===== src/rtl/baugh_mac_pipe.sv =====
// baugh_mac_pipe: three-stage Baugh-Wooley multiply-accumulate unit.
//   Stage 1 (PP)  : registers the W partial-product rows.
//   Stage 2 (SUM) : registers the modulo-2^(2W) sum of the rows (the product).
//   Stage 3 (ACC) : registers the product, the accumulator and the clamp flag.
// A single global advance enable moves every stage together; bubbles do not
// collapse, and a stalled result holds the whole pipe.
// Optional feature: define BAUGH_MAC_SAT_EN for a saturating accumulator;
// without it the accumulator wraps modulo 2^ACC_W and sat is tied low.
module baugh_mac_pipe #(
    parameter int unsigned W     = 8,
    parameter int unsigned ACC_W = 2 * W + 8
) (
    input  logic               clk,
    input  logic               rst,
    input  logic               in_valid,
    output logic               in_ready,
    input  logic [W-1:0]       a,
    input  logic [W-1:0]       b,
    input  logic               sgn,
    input  logic               acc_clr,
    output logic               out_valid,
    input  logic               out_ready,
    output logic [2*W-1:0]     p,
    output logic [ACC_W-1:0]   acc,
    output logic               sat
);

    localparam int unsigned PW = 2 * W;
    localparam int unsigned XW = ACC_W - PW;

    // Global advance: the pipe moves unless a finished result is blocked.
    logic adv;
    assign adv      = !out_valid || out_ready;
    assign in_ready = adv;

    // ------------------------------------------------------------------
    // Stage 1: partial-product array
    // ------------------------------------------------------------------
    logic [W-1:0][PW-1:0] rows_c;
    logic [W-1:0][PW-1:0] s1_rows;
    logic                 s1_valid;
    logic                 s1_sgn;
    logic                 s1_clr;

    // Build row j from b[j]; in signed mode the terms pairing exactly one
    // sign bit are inverted and the two correction ones are placed in the
    // unused top positions of rows 0 and W-1.
    always_comb begin
        rows_c = '0;
        for (int j = 0; j < int'(W); j++) begin
            for (int i = 0; i < int'(W); i++) begin
                rows_c[j][i+j] = (a[i] & b[j]) ^
                                 (sgn && ((i == int'(W) - 1) != (j == int'(W) - 1)));
            end
        end
        if (sgn) begin
            rows_c[0][W]      = 1'b1;
            rows_c[W-1][PW-1] = 1'b1;
        end
    end

    // Stage 1 register: rows plus the beat's side-band bits.
    always_ff @(posedge clk or posedge rst) begin
        if (rst) begin
            s1_rows  <= '0;
            s1_valid <= 1'b0;
            s1_sgn   <= 1'b0;
            s1_clr   <= 1'b0;
        end else if (adv) begin
            s1_rows  <= rows_c;
            s1_valid <= in_valid;
            s1_sgn   <= sgn;
            s1_clr   <= acc_clr;
        end
    end

    // ------------------------------------------------------------------
    // Stage 2: row summation
    // ------------------------------------------------------------------
    logic [PW-1:0] sum_c;
    logic [PW-1:0] s2_sum;
    logic          s2_valid;
    logic          s2_sgn;
    logic          s2_clr;

    // Modulo-2^(2W) sum of all rows; the carry out of the top is discarded.
    always_comb begin
        sum_c = '0;
        for (int j = 0; j < int'(W); j++) begin
            sum_c = sum_c + s1_rows[j];
        end
    end

    // Stage 2 register: product bits plus side-band.
    always_ff @(posedge clk or posedge rst) begin
        if (rst) begin
            s2_sum   <= '0;
            s2_valid <= 1'b0;
            s2_sgn   <= 1'b0;
            s2_clr   <= 1'b0;
        end else if (adv) begin
            s2_sum   <= sum_c;
            s2_valid <= s1_valid;
            s2_sgn   <= s1_sgn;
            s2_clr   <= s1_clr;
        end
    end

    // ------------------------------------------------------------------
    // Stage 3: accumulate
    // ------------------------------------------------------------------
    logic [ACC_W-1:0] base_c;
    logic [ACC_W-1:0] ext_c;
    logic [ACC_W-1:0] acc_next_c;

    // Accumulator base and the product extended in the beat's own mode.
    always_comb begin
        base_c = s2_clr ? '0 : acc;
        ext_c  = s2_sgn ? {{XW{s2_sum[PW-1]}}, s2_sum}
                        : {{XW{1'b0}}, s2_sum};
    end

`ifdef BAUGH_MAC_SAT_EN
    logic [ACC_W:0] wide_c;
    logic           sat_next_c;

    // One-bit-wider add; clamp to the signed or unsigned range on overflow.
    always_comb begin
        wide_c     = '0;
        acc_next_c = '0;
        sat_next_c = 1'b0;
        if (s2_sgn) begin
            wide_c = {base_c[ACC_W-1], base_c} + {ext_c[ACC_W-1], ext_c};
        end else begin
            wide_c = {1'b0, base_c} + {1'b0, ext_c};
        end
        acc_next_c = wide_c[ACC_W-1:0];
        if (s2_sgn && (wide_c[ACC_W] != wide_c[ACC_W-1])) begin
            sat_next_c = 1'b1;
            acc_next_c = wide_c[ACC_W] ? {1'b1, {(ACC_W-1){1'b0}}}
                                       : {1'b0, {(ACC_W-1){1'b1}}};
        end else if (!s2_sgn && wide_c[ACC_W]) begin
            sat_next_c = 1'b1;
            acc_next_c = '1;
        end
    end

    // Clamp flag follows each valid beat into the result registers.
    always_ff @(posedge clk or posedge rst) begin
        if (rst) begin
            sat <= 1'b0;
        end else if (adv && s2_valid) begin
            sat <= sat_next_c;
        end
    end
`else
    // Wrapping accumulate; no clamp exists in this build.
    assign acc_next_c = base_c + ext_c;
    assign sat        = 1'b0;
`endif

    // Result registers; the accumulator doubles as the acc output and only
    // valid beats change it, bubbles just drop out_valid.
    always_ff @(posedge clk or posedge rst) begin
        if (rst) begin
            out_valid <= 1'b0;
            p         <= '0;
            acc       <= '0;
        end else if (adv) begin
            out_valid <= s2_valid;
            if (s2_valid) begin
                p   <= s2_sum;
                acc <= acc_next_c;
            end
        end
    end

endmodule

===== config.mk =====
export PLATFORM = sky130hd
export DESIGN_NAME = baugh_mac_pipe
export DESIGN_NICKNAME = d
export VERILOG_FILES = /design/src/rtl/baugh_mac_pipe.sv
export SDC_FILE = /design/constraint.sdc
export NUM_CORES = 1
export LEC_CHECK = 0
export ABC_AREA = 1
export BUFFER_PORTS_ARGS = -buffer_cell sky130_fd_sc_hd__buf_2
export CORE_MARGIN = 2
export CORE_UTILIZATION = 43
export CTS_CLUSTER_DIAMETER = 120
export CTS_CLUSTER_SIZE = 20
export DETAILED_ROUTE_END_ITERATION = 7
export MAX_ROUTING_LAYER = met4
export PLACE_DENSITY_LB_ADDON = 0.3
export SLEW_MARGIN = 30
export SYNTH_ARGS = -nofsm -noshare
export SYNTH_HDL_FRONTEND = slang
export SYNTH_SLANG_ARGS = --single-unit

===== constraint.sdc =====
create_clock -name clk -period 6.23 [get_ports clk]
set_input_delay 0.623 -clock clk [delete_from_list [all_inputs] [get_ports clk]]
set_output_delay 0.623 -clock clk [all_outputs]
set_load 0.05 [all_outputs]

* Yosys cells after proc, flatten, opt, wreduce, memory -nomap -nowiden
Cells that the tools add are included.
** Cells by class
- Reduce and logical (&&, ||, !) cells :: 3
- $lt $le $gt $ge :: 0
- Multipliers :: 0
- Bitwise logic cells :: 78
- Multiplexer cells :: 3
- Equal/unequal tests :: 0
- Shift-type cells :: 0
- $add $sub $neg :: 8
- Divide/modulo/power cells :: 0
** Operators with widths (count)
- $and 1x1->1 :: 64
- $mux 24 :: 2
- $add 24x24->24 :: 1
- $add 16x10->16 :: 1
- $add 16x11->16 :: 1
- $add 16x12->16 :: 1
- $add 16x13->16 :: 1
- $add 16x14->16 :: 1
- $add 16x16->16 :: 1
- $xor 1x1->1 :: 14
- $add 9x9->10 :: 1
- $reduce_and 2->1 :: 1
- $logic_not 1->1 :: 1
- $logic_or 1x1->1 :: 1
- $mux 1 :: 1
** Word-level totals
- Register bits after elaboration :: 129
- Memory bits (read-only) :: 0
- Output and inout port bits :: 43
- Logic and storage cells :: 110
- Memory bits (writable) :: 0
- Input bits :: 22
- Bits in latches :: 0
- Memories kept :: 0

* Longest topological paths before layout
- Depth in word-level cells :: 7
- Mapped depth :: 23
- Depth with buffers taken out :: 23

* Least setup slack after synthesis
No wires, ideal clock.
- Path kind :: reg2reg
- Start :: register s1_rows[3] (netlist name)
- End :: register s2_sum[14]
- Setup slack :: 1.926 ns
- Arrival time :: 4.173 ns
- Cell stages (with the launch flop) :: 22
- Library setup time :: 0.131 ns
- Required time :: 6.099 ns
- Path buffers :: 0
- Cells stage by stage :: dfrtp_1 ha_1 nand3_1 nand2_1 a21oi_1 o21ai_0 xor2_1 fa_1 fa_1 inv_1 fa_1 inv_1 fa_1 fa_1 inv_1 nand3_1 nand2_1 nand4_1 nand2_1 nand2_1 nand3_1 o21ai_0
** Between the ends
- Cells in the longest elaborated chain, start to end :: 7
** Ends and longest elaborated chain
- from (decl) :: RTL line 40 : logic [W-1:0][PW-1:0] s1_rows;
- from (signal assigned) :: RTL line 70 : s1_rows <= rows_c;
- $add 9x9->10 :: RTL line 90 : sum_c = sum_c + s1_rows[j];
- $add 16x10->16 :: RTL line 90
- $add 16x11->16 :: RTL line 90
- $add 16x12->16 :: RTL line 90
- $add 16x13->16 :: RTL line 90
- $add 16x14->16 :: RTL line 90
- $add 16x16->16 :: RTL line 90
- to (signal assigned) :: RTL line 102 : s2_sum <= sum_c;
- to (decl) :: RTL line 81 : logic [PW-1:0] s2_sum;
Every way passes these cells.
A chain may end at the register's enable or synchronous reset.

* Final worst setup path
Ends and elaborated chain as after synthesis.

==> impl_results.md <==
* Met3 wire len at 605 µm
* Required arrival time at the worst endpoint at 6510 ps
* P&R area growth vs syn at 12.64%
* Synth top area cells: sky130_fd_sc_hd__dfrtp_1, sky130_fd_sc_hd__nand2_1, sky130_fd_sc_hd__ha_1
* Initial antenna violation count at 0
* Clock-pin slew on the worst setup and hold paths at 60 ps
* Root Buffer: sky130_fd_sc_hd__clkbuf_16
* TritonCTS clock tree: done
* Number of nets with antenna violations after routing at 0
* Starting utilization of the core area at 0.4400
* Vertical extent of the die at 145.4 µm
* Post-synthesis net count at 1245
* Setup violators final at 0
* Final Net Count at 1284
* Combinational family with the most area after synthesis: simple AND/OR/NAND/NOR gates
* Vias in the first global route at 6869
* Sequential-to-total area share from yosys stat at 0.3699
* Setup repair after global routing missed its margin: no
* Clock skew after layout at 9.906 ps
* Dpl hpwl at 14800 µm
* Average wire length per cell after detail routing at 13.80 µm
* Number of synthesized flops with an enable pin at 0
* Die Area at 21130 µm²
* Clock H-tree levels at 4
* Top layer used by detailed routing: met4
* Count of final hold-check violations at 0
* Largest stage delay on the critical path at 490 ps
* Critical path endpoint category: flop
* Status: finished, final reports clean
* Xor/xnor share of the synthesized area at 0.03160
* Leading cell types by count after synthesis: sky130_fd_sc_hd__nand2_1, sky130_fd_sc_hd__inv_1, sky130_fd_sc_hd__dfrtp_1
* Total I/O pin count at 65
* Synthesized-area fraction occupied by ao, oa, aoi and oai cells at 0.08912
* Cells along the critical path: ha_1 > nand3_1 > nand2_1 > a21oi_1 > o21ai_0 > xor2_1 > fa_1 > fa_1 > inv_1 > fa_1 > ha_1 > ha_1 > inv_1 > fa_1 > inv_1 > nand3_1 > nand2_1 > nand4_1 > nand2_1 > nand2_1 > nand3_1 > o21ai_0
* Transition time at the pin with the least slew margin at 868.7 ps
* Via count normalized by instance count at 4.866
* Total clock buffers created by CTS at 17
* TritonCTS sink count at 127
* Critical path startpoint category: flop
* Headroom to the max-slew limit at 0.4208
* Worst setup path class: reg -> reg
* Crit path max-delay family: adder cells
* Wire length of the first global-routing pass at 33990 µm
* Cell area after technology mapping at 8592 µm²
* Data arrival, critical path at 4880 ps
* Per-instance average area after synthesis at 7.610 µm²
* Unique cell type count in the Yosys netlist at 32
* Final weighted congestion in routability-driven placement at 0.9331
* Critical path launch point: s1_rows[3]$_DFFE_PP0N_
* Remaining routing DRC violations at 0
* Post-Syn Instances at 1129
* Total global-route track usage at 0.2053
* Number of maximum-capacitance constraint violations at 0
* Worst-path maximum fanout at 4
* Adder-Cell Fraction of Synth Area at 0.1666
* Tightest Hold Check Type: in -> async
* Max Buffers Root-to-Sink at 2
* Fraction of final layout cells with drive strength greater than 1 at 0.1041
* Total setup buffers inserted after CTS at 0
* Most instantiated flip-flop cell in the synthesis netlist: sky130_fd_sc_hd__dfrtp_1
* Die X at 145.4 µm
* Period utilisation layout at 0.7388
* Setup TNS at 0 ps
* Worst flop-to-flop path startpoint: s1_rows[3]$_DFFE_PP0N_
* Crit path time final at 4603 ps
* Congestion Overflow GR at 0
* Max Clock Freq at 217.3 MHz
* Post-Synth Simple-Gate Area at 0.2442
* Number of hold buffers added after CTS at 0
* Largest net degree at the start of global routing at 79
* Number of cells upsized or downsized after cts at 0
* # rows at 51
* Largest area contributor in the netlist: sky130_fd_sc_hd__dfrtp_1
* Routed met2 length at 9588 µm
* Pins over their slew limit at 0
* Synthesis warning total at 0
* Share of async-settable or async-resettable flops after synthesis at 1.000
* Antenna fix cells at 0
* Total Routed Length at 19950 µm
* Port Buf Inserts at 63
* CORE AREA at 19530 µm²
* Iteration-0 DRC count of the detailed router at 341
* Met1 wire length at 9587 µm
* Vias after detailed routing at 7036
* Standard cell with the maximum stage delay on the critical path: sky130_fd_sc_hd__fa_1
* First drt pass iteration count at 5
* Yosys top cell area share at 0.3699
* Worst-Skew Late Latency at 430 ps
* Count of buffering cells on the critical path with inverters included at 3
* Leading cell type by number of instances after synthesis: sky130_fd_sc_hd__nand2_1
* Portion of netlist area occupied by mux cells at 0
* Flops & latches, synth at 127
[cell families after synthesis]
family / Yosys count
AOI/OAI and AO/OA: 148
xor gates and xnor gates: 31
adders and majority gates: 94
buffers and inverters: 218
DFF: 127
other: 1
and+or+nand+nor: 510
[metal layers]
| layer | GRT usage | vias to the layer above |
|---|---|---|
| met5 | - | - |
| met4 | 0.05637 | 0 |
| met3 | 0.03323 | 17 |
| met2 | 0.3365 | 116 |
| met1 | 0.2660 | 3312 |
| li1 | - | 3591 |
[final cells by class]
cell class | count | area [µm²]
sequential | 127 | 3178
timing repair buffer | 67 | 345.3
tap | 265 | 331.6
multi-input combinational | 784 | 4578
clock buffer | 17 | 425.4
inverter | 171 | 646.9
clock inverter | 15 | 172.7
fill | 1936 | 9848
[final timing paths]
check / end / slack (ps) / cells after the start
worst max-delay path: s2_sum[14]$_DFFE_PP0N_ / 1630 / 22
worst min-delay path: acc[11]$_DFFE_PP0P_ / 280 / 2
worst max register to register: s2_sum[14]$_DFFE_PP0N_ / 1630 / 22
worst min register to register: p[9]$_DFFE_PP0P_ / 460 / 2
max in group asynchronous: s1_rows[121]$_DFFE_PP0N_ / 4820 / 3
min in group clk: s1_valid$_DFFE_PP0N_ / 400 / 3
[flip-flops by register name, indices dropped and copies added, names as in the netlist]
name	cells
s1_rows	64
p	16
acc	24
s1_clr	1
s2_valid	1
s2_sum	16
s2_clr	1
s1_valid	1
s2_sgn	1
out_valid	1
s1_sgn	1
[cells in the final DEF, fill, tap and decap left out, types with 2 or more instances in the layout]
cell type                   netlist  routed
sky130_fd_sc_hd__ha_1            60      60
sky130_fd_sc_hd__buf_4            1       4
sky130_fd_sc_hd__inv_8            0       3
sky130_fd_sc_hd__bufinv_16        0       2
sky130_fd_sc_hd__nor2_4           3       4
sky130_fd_sc_hd__xnor2_1          6       6
sky130_fd_sc_hd__fa_1            34      34
sky130_fd_sc_hd__xor2_1          25      25
sky130_fd_sc_hd__dfrtp_1        127     127
sky130_fd_sc_hd__o211ai_1         3       3
sky130_fd_sc_hd__o21ai_1          4       4
sky130_fd_sc_hd__a31oi_1          2       2
sky130_fd_sc_hd__nand4_1         11      11
sky130_fd_sc_hd__nand3b_1         6       6
sky130_fd_sc_hd__buf_2           17      63
sky130_fd_sc_hd__nor2_1          60      59
sky130_fd_sc_hd__or2_2            2       2
sky130_fd_sc_hd__inv_6            0       6
sky130_fd_sc_hd__nor3_1           4       4
sky130_fd_sc_hd__a21oi_2          2       2
sky130_fd_sc_hd__inv_1          169     167
sky130_fd_sc_hd__clkbuf_16        0      17
sky130_fd_sc_hd__clkinv_2         0       2
sky130_fd_sc_hd__inv_2            2       3
sky130_fd_sc_hd__a21oi_1         29      29
sky130_fd_sc_hd__nand3_1         53      53
sky130_fd_sc_hd__clkinv_4         0       2
sky130_fd_sc_hd__nand2_1        360     360
sky130_fd_sc_hd__o21ai_0        105     105
sky130_fd_sc_hd__nor2_2           4       4
sky130_fd_sc_hd__nand3_2          2       2
sky130_fd_sc_hd__nand2_2          5       5
[worst register-to-register path: stages (launching register included)]
cell and delay (ps):
sky130_fd_sc_hd__dfrtp_1 380, sky130_fd_sc_hd__ha_1 350, sky130_fd_sc_hd__nand3_1 90, sky130_fd_sc_hd__nand2_1 130, sky130_fd_sc_hd__a21oi_1 80, sky130_fd_sc_hd__o21ai_0 180, sky130_fd_sc_hd__xor2_1 190, sky130_fd_sc_hd__fa_1 450
sky130_fd_sc_hd__fa_1 490, sky130_fd_sc_hd__inv_1 50, sky130_fd_sc_hd__fa_1 470, sky130_fd_sc_hd__ha_1 300, sky130_fd_sc_hd__ha_1 170, sky130_fd_sc_hd__inv_1 80, sky130_fd_sc_hd__fa_1 360, sky130_fd_sc_hd__inv_1 110
sky130_fd_sc_hd__nand3_1 80, sky130_fd_sc_hd__nand2_1 110, sky130_fd_sc_hd__nand4_1 110, sky130_fd_sc_hd__nand2_1 80, sky130_fd_sc_hd__nand2_1 50, sky130_fd_sc_hd__nand3_1 60, sky130_fd_sc_hd__o21ai_0 90
[per-stage QoR]
stage	std cells	worst slack [ps]	hold WS (ps)	instance area [µm²]	util
2_1_floorplan	1129	1926	434.6	8592	-
3_3_place_gp	1414	1677	451.5	9077	0.4649
3_5_place_dp	1414	1649	454.1	9077	0.4649
4_1_cts	1446	1621	380.5	9676	0.4955
5_1_grt	1446	1360	343.0	9678	0.4956
6_report	1446	1627	277.5	9678	0.4956
Power is not shown: default switching activity piles up to over one toggle a cycle in this logic, so the estimate is an artifact.
